===== src/rtl/align_if.sv =====
// Handshake and operand/result bus of the exponent-alignment scheduler.
interface align_if #(
  parameter int FRAC_W = 18,
  parameter int EXP_W  = 8
);
  logic              in_valid;
  logic              in_ready;
  logic [EXP_W-1:0]  a_exp;
  logic [EXP_W-1:0]  b_exp;
  logic [FRAC_W-1:0] a_frac;
  logic [FRAC_W-1:0] b_frac;
  logic              out_valid;
  logic              out_ready;
  logic [EXP_W-1:0]  out_exp;
  logic [FRAC_W-1:0] big_frac;
  logic [FRAC_W-1:0] small_frac;
  logic              sticky;
  logic              swapped;

  modport master (
    output in_valid, a_exp, b_exp, a_frac, b_frac, out_ready,
    input  in_ready, out_valid, out_exp, big_frac, small_frac, sticky, swapped
  );

  modport slave (
    input  in_valid, a_exp, b_exp, a_frac, b_frac, out_ready,
    output in_ready, out_valid, out_exp, big_frac, small_frac, sticky, swapped
  );
endinterface


===== src/rtl/align_scheduler.sv =====
// Aligns two floating-point operands to the larger exponent: IDLE -> CMP -> SHIFT -> HOLD.
module align_scheduler #(
  parameter int FRAC_W = 18,
  parameter int EXP_W  = 8
) (
  input  logic   clk,
  input  logic   rst_n,
  align_if.slave io
);
  typedef enum logic [1:0] {IDLE, CMP, SHIFT, HOLD} state_t;

  localparam logic [31:0] FRAC_W_U = FRAC_W;

  state_t            state_q, state_d;
  logic [EXP_W-1:0]  a_exp_q, a_exp_d, b_exp_q, b_exp_d;
  logic [FRAC_W-1:0] a_frac_q, a_frac_d, b_frac_q, b_frac_d;
  logic [EXP_W-1:0]  big_exp_q, big_exp_d, diff_q, diff_d;
  logic [FRAC_W-1:0] big_fr_q, big_fr_d, sml_fr_q, sml_fr_d;
  logic              swap_q, swap_d;
  logic [EXP_W-1:0]  out_exp_q, out_exp_d;
  logic [FRAC_W-1:0] big_frac_q, big_frac_d, small_frac_q, small_frac_d;
  logic              sticky_q, sticky_d, swapped_q, swapped_d;

  logic [FRAC_W-1:0] sh_res, sh_mask;
  logic              sh_sticky;
  logic [31:0]       diff_ext;

  assign diff_ext = 32'(diff_q);

  // Logical right shifter; sticky collects every bit that falls off the LSB end.
  always_comb begin
    sh_res    = sml_fr_q;
    sh_sticky = 1'b0;
    sh_mask   = '0;
    if (diff_q == '0) begin
      sh_res    = sml_fr_q;
      sh_sticky = 1'b0;
    end else if (diff_ext >= FRAC_W_U) begin
      sh_res    = '0;
      sh_sticky = |sml_fr_q;
    end else begin
      sh_res    = sml_fr_q >> diff_q;
      sh_mask   = ~({FRAC_W{1'b1}} << diff_q);
      sh_sticky = |(sml_fr_q & sh_mask);
    end
  end

  always_comb begin
    state_d      = state_q;
    a_exp_d      = a_exp_q;
    b_exp_d      = b_exp_q;
    a_frac_d     = a_frac_q;
    b_frac_d     = b_frac_q;
    big_exp_d    = big_exp_q;
    diff_d       = diff_q;
    big_fr_d     = big_fr_q;
    sml_fr_d     = sml_fr_q;
    swap_d       = swap_q;
    out_exp_d    = out_exp_q;
    big_frac_d   = big_frac_q;
    small_frac_d = small_frac_q;
    sticky_d     = sticky_q;
    swapped_d    = swapped_q;
    unique case (state_q)
      IDLE: if (io.in_valid) begin
        a_exp_d  = io.a_exp;
        b_exp_d  = io.b_exp;
        a_frac_d = io.a_frac;
        b_frac_d = io.b_frac;
        state_d  = CMP;
      end
      CMP: begin
        // Ties keep a as the big operand.
        if (b_exp_q > a_exp_q) begin
          swap_d    = 1'b1;
          big_exp_d = b_exp_q;
          big_fr_d  = b_frac_q;
          sml_fr_d  = a_frac_q;
          diff_d    = b_exp_q - a_exp_q;
        end else begin
          swap_d    = 1'b0;
          big_exp_d = a_exp_q;
          big_fr_d  = a_frac_q;
          sml_fr_d  = b_frac_q;
          diff_d    = a_exp_q - b_exp_q;
        end
        state_d = SHIFT;
      end
      SHIFT: begin
        // Result outputs only change here, so they persist through IDLE/CMP.
        out_exp_d    = big_exp_q;
        big_frac_d   = big_fr_q;
        small_frac_d = sh_res;
        sticky_d     = sh_sticky;
        swapped_d    = swap_q;
        state_d      = HOLD;
      end
      HOLD: if (io.out_ready) state_d = IDLE;
      default: state_d = IDLE;
    endcase
  end

  always_ff @(posedge clk or negedge rst_n) begin
    if (!rst_n) begin
      state_q      <= IDLE;
      a_exp_q      <= '0;
      b_exp_q      <= '0;
      a_frac_q     <= '0;
      b_frac_q     <= '0;
      big_exp_q    <= '0;
      diff_q       <= '0;
      big_fr_q     <= '0;
      sml_fr_q     <= '0;
      swap_q       <= 1'b0;
      out_exp_q    <= '0;
      big_frac_q   <= '0;
      small_frac_q <= '0;
      sticky_q     <= 1'b0;
      swapped_q    <= 1'b0;
    end else begin
      state_q      <= state_d;
      a_exp_q      <= a_exp_d;
      b_exp_q      <= b_exp_d;
      a_frac_q     <= a_frac_d;
      b_frac_q     <= b_frac_d;
      big_exp_q    <= big_exp_d;
      diff_q       <= diff_d;
      big_fr_q     <= big_fr_d;
      sml_fr_q     <= sml_fr_d;
      swap_q       <= swap_d;
      out_exp_q    <= out_exp_d;
      big_frac_q   <= big_frac_d;
      small_frac_q <= small_frac_d;
      sticky_q     <= sticky_d;
      swapped_q    <= swapped_d;
    end
  end

  assign io.in_ready   = (state_q == IDLE);
  assign io.out_valid  = (state_q == HOLD);
  assign io.out_exp    = out_exp_q;
  assign io.big_frac   = big_frac_q;
  assign io.small_frac = small_frac_q;
  assign io.sticky     = sticky_q;
  assign io.swapped    = swapped_q;
endmodule


===== src/flat_wrapper.sv =====
// flat-port wrapper written by rule: the top's interface ports become plain ports
module align_scheduler_flat 
#(
  parameter int FRAC_W = 18,
  parameter int EXP_W  = 8
)
  (clk, rst_n, io_in_valid, io_a_exp, io_b_exp, io_a_frac, io_b_frac, io_out_ready, io_in_ready, io_out_valid, io_out_exp, io_big_frac, io_small_frac, io_sticky, io_swapped);
  align_if #(.FRAC_W(FRAC_W), .EXP_W(EXP_W)) io_i ();
  input  logic clk;
  input  logic rst_n;
  input wire logic [$bits(io_i.in_valid)-1:0] io_in_valid;
  input wire logic [$bits(io_i.a_exp)-1:0] io_a_exp;
  input wire logic [$bits(io_i.b_exp)-1:0] io_b_exp;
  input wire logic [$bits(io_i.a_frac)-1:0] io_a_frac;
  input wire logic [$bits(io_i.b_frac)-1:0] io_b_frac;
  input wire logic [$bits(io_i.out_ready)-1:0] io_out_ready;
  output wire logic [$bits(io_i.in_ready)-1:0] io_in_ready;
  output wire logic [$bits(io_i.out_valid)-1:0] io_out_valid;
  output wire logic [$bits(io_i.out_exp)-1:0] io_out_exp;
  output wire logic [$bits(io_i.big_frac)-1:0] io_big_frac;
  output wire logic [$bits(io_i.small_frac)-1:0] io_small_frac;
  output wire logic [$bits(io_i.sticky)-1:0] io_sticky;
  output wire logic [$bits(io_i.swapped)-1:0] io_swapped;
  assign io_i.in_valid = io_in_valid;
  assign io_i.a_exp = io_a_exp;
  assign io_i.b_exp = io_b_exp;
  assign io_i.a_frac = io_a_frac;
  assign io_i.b_frac = io_b_frac;
  assign io_i.out_ready = io_out_ready;
  assign io_in_ready = io_i.in_ready;
  assign io_out_valid = io_i.out_valid;
  assign io_out_exp = io_i.out_exp;
  assign io_big_frac = io_i.big_frac;
  assign io_small_frac = io_i.small_frac;
  assign io_sticky = io_i.sticky;
  assign io_swapped = io_i.swapped;
  align_scheduler #(.FRAC_W(FRAC_W), .EXP_W(EXP_W)) u_core (.clk(clk), .rst_n(rst_n), .io(io_i));
endmodule

===== config.mk =====
export PLATFORM = sky130hd
export DESIGN_NAME = align_scheduler_flat
export DESIGN_NICKNAME = d
export VERILOG_FILES = /design/src/rtl/align_if.sv /design/src/rtl/align_scheduler.sv /design/src/flat_wrapper.sv
export SDC_FILE = /design/constraint.sdc
export NUM_CORES = 1
export LEC_CHECK = 0
export BUFFER_PORTS_ARGS = -buffer_cell sky130_fd_sc_hd__buf_4
export CAP_MARGIN = 40
export CORE_ASPECT_RATIO = 0.8
export CORE_UTILIZATION = 50
export CTS_BUF_LIST = sky130_fd_sc_hd__clkbuf_4
export CTS_CLUSTER_SIZE = 24
export DETAILED_ROUTE_END_ITERATION = 10
export PLACE_DENSITY = 0.77
export SLEW_MARGIN = 10
export SYNTH_ARGS = -nofsm -noshare
export SYNTH_HDL_FRONTEND = slang
export SYNTH_SLANG_ARGS = --single-unit

===== constraint.sdc =====
create_clock -name clk -period 2.1 [get_ports clk]
set_input_delay 0.525 -clock clk [delete_from_list [all_inputs] [get_ports clk]]
set_output_delay 0.525 -clock clk [all_outputs]
set_load 0.01 [all_outputs]

==> metrics.md <==
| Metric | Value |
|---|---|
| Final WL | 21,300 um |
| Initial DRC Count | 727 |
| Setup Skew | 0.0218 ns |
| Sw frac | 0.427 |
| Diodes inserted | 0 |
| Critical Path RT | 2.62 ns |
| Clock buffer count from CTS | 17 |
| First-pass GRT wire length | 33,400 um |
| Pwr per Cell Area | 2010 nW/um^2 |
| Worst Setup Start Kind | flop |
| Clk Latency, worst-skew pair | 0.59 ns |
| Drt wl/cell | 18.4 um |
| Mapped Nets | 829 |
| GPL Wtd Cong | 1.01 |
| Unrepaired setup endpoints after global routing | true |
| DR DRC count | 0 |
| Syn Area/Cell | 10.8 sq um |
| Setup Total Neg Slack | -9.07 ns |
| # IOs | 104 |
| CP arrival | 2.95 ns |
| Ys async rst share | 1.00 |
| P&R area growth vs syn | 27.4% |
| Main synth FF type | dfrtp_1 |
| Register share of total power | 0.274 |
| Critical R2R Launch | u_core.b_exp_q[0] |
| Final period util | 1.16 |
| Chip Width | 145 um |
| Hold_sp | io_b_exp[6] |
| Fraction of layout cells with a size suffix above 1 | 0.410 |
| R2R Setup Slk | -0.33 ns |
| Clock sink count | 153 |
| ANT nets after route | 0 |
| Switching power | 0.00893 W |
| Placed cell areas | 9640 sq um |
| Die ar. | 16,800 sq um |
| Final WS setup | -0.326 ns |
| CTS root buf | clkbuf_4 |
| R2R depth | 17 |
| Hold Crit Class | primary input to flop |
| Crit Path Max Fanout | 2 |
| Failing checks | setup timing |
| Max-Slew Margin vs Limit | 0.653 |
| Max Cap Viol | 0 |
| Critical path endpoint category | flop |
| Number of H-tree levels | 4 |
| Vias in the first global route | 6,255 |
| Post-synthesis register bit count | 153 |
| EDFF count, synth | 0 |
| Beginning of the critical path | u_core.b_exp_q[0] |
| Initial antenna violation count | 0 |
| Fin area | 10,400 sq um |
| IO Port Bufs | 103 |
| Hpwl dp | 14,400 um |
| Core Footprint | 15,900 sq um |
| Slew Limit Fails | 0 |
| Total GRT Usage | 0.262 |
| Nets | 1,005 |
| Pin count of the biggest net entering global routing | 79 |
| Critical setup path kind | flop to flop |
| Final Hold Viols | 0 |
| CTS tree | yes |
| Maximum vdd drop | 0.951 mV |
| Post-synthesis sequential area ratio | 0.469 |
| Bufs on Longest Clock Path | 2 |
| Synth Warn # | 0 |
| Gr ovfl total | 0 |
| Slew @ Worst Pin | 0.520 ns |
| Synthesized cell area | 8160 sq um |
| Static leakage | 4.66 nW |
| Fmax | 0.412 GHz |
| Via density per instance | 5.72 |
| Status | complete, but fails checks |
| Library cells used by synthesis | 69 |
| Synthesized instance count | 752 |
| Min Tclk post-route | 2.43 ns |
| Initial DRT Pass Iterations | 5 |
| Starting density of the core | 0.515 |
| Rows | 41 |
| Worst setup path endpoint | u_core.big_exp_q[0] |
| Die height | 116 um |
| Reg clk slew, reported paths | 0.13 ns |
| Total number of vias | 6,611 |
| Final setup violation count | 51 |
| P_int | 0.0120 W |
| Clock Power Share | 0.083 |
| RR Endpoint | u_core.big_exp_q[0] |
| Combinational Power Share | 0.644 |
==> registers in the layout (all words and copies together), names as in the netlist, 18 cells and up <==
signal                count
u_core.a_frac_q          18
u_core.b_frac_q          18
u_core.big_fr_q          18
u_core.io.big_frac       18
u_core.io.small_frac     18
u_core.sml_fr_q          18
==> cells in the final DEF, fill, tap and decap left out, types with 17 or more instances in the layout <==
| cell type | instances |
|---|---|
| dfrtp_1 | 151 |
| inv_1 | 27 |
| buf_4 | 189 |
| nor2_1 | 79 |
| clkbuf_4 | 21 |
| mux2i_1 | 45 |
| mux2_2 | 85 |
| nand2_1 | 27 |
| o21ai_0 | 17 |
| a21oi_1 | 75 |
==> metrics by stage <==
stage,total power [W],std cells,setup WS (ns),utilization,hold slack (ns)
after floorplan,0.0134,752,-0.118,-,0.229
after global placement,0.0169,1097,-0.198,0.608,0.437
after detailed placement,0.0172,1097,-0.277,0.608,0.435
after CTS,0.0196,1148,-0.261,0.638,0.138
after global routing,0.0224,1156,-0.431,0.656,0.132
final,0.0209,1156,-0.326,0.656,0.167
==> repair_timing <==
action                                  in CTS  in global routing
gates cloned                                 0                  4
endpoints found under the setup margin      52                 56
endpoints found under the hold margin       29                  0
hold buffers                                 1                  0
setup buffers                               19                  9
resized for setup                           17                 41
pin swaps                                    7                 18
==> synthesized netlist by cell type (all sizes together), types with 9 or more instances <==
master  number  area, sq um
inv         30          113
nand2       29          111
mux2i       53          531
buf         28          206
mux2        87          980
ha          19          238
mux4        10          225
dfrtp      153         3830
nor2        86          335
clkbuf      25         93.8
a22oi        9         67.6
o21ai       20          100
nor3         9         50.1
nand3       14         70.1
o22ai        9         70.1
a21oi       84          428
a31oi        9         56.3
==> how the worst min path moves through the flow <==
stage / endpoint / slack (ns) / cells after the start
finish: u_core.b_exp_q[6] / 0.17 / 2
CTS: u_core.a_exp_q[4] / 0.14 / 2
detailed placement: u_core.big_exp_q[2] / 0.43 / 1
floorplan: u_core.a_exp_q[0] / 0.23 / 0
global placement: u_core.big_exp_q[2] / 0.44 / 1
global route: u_core.a_frac_q[4] / 0.13 / 2
==> power by group through the flow <==
stage	clock [W]	combinational [W]	sequential, W
after floorplan	0	0.00788	0.00551
after global placement	0	0.0113	0.00563
after detailed placement	0	0.0115	0.00567
after CTS	0.00177	0.0122	0.00565
after global routing	0.00189	0.0146	0.00590
final	0.00173	0.0135	0.00573
==> metal layers <==
layer | track usage | up-vias | part of all wire
li1 | - | 3061 | -
met1 | 0.391 | 3203 | 0.46
met2 | 0.375 | 309 | 0.44
met3 | 0.0640 | 38 | 0.078
met4 | 0.0779 | 0 | 0.018
met5 | 0 | - | 0
==> cells by family (layout without fill, tap and decap cells) <==
logic type,after synthesis,count (layout),share of synthesized area
simple gates,171,171,0.0983
compound gates,170,170,0.131
flops,153,153,0.469
mux,150,150,0.213
buf+inv,83,272,0.0506
fa+ha+maj,21,21,0.0340
xor+xnor,4,4,0.00430
==> critical path, stage by stage, from the launching register on <==
cell and delay (ns):
dfrtp_1 0.40, inv_2 0.07, buf_4 0.13, buf_4 0.13, buf_4 0.12, buf_4 0.12
buf_4 0.12, buf_4 0.12, buf_4 0.12, buf_4 0.13, buf_4 0.12, buf_4 0.12
buf_4 0.12, buf_4 0.12, buf_4 0.12, nor2_1 0.09, a21oi_1 0.08, a21oi_1 0.14
==> area by class of cell <==
cell class | instances | area [sq um]
sequential | 153 | 3830
inverter | 30 | 113
multi-input combinational | 516 | 4150
timing repair buffer | 210 | 1780
fill | 1240 | 5460
clock inverter | 11 | 96.3
clock buffer | 21 | 158
tap | 215 | 269
No activity file was read; power rests on OpenSTA's default activity.
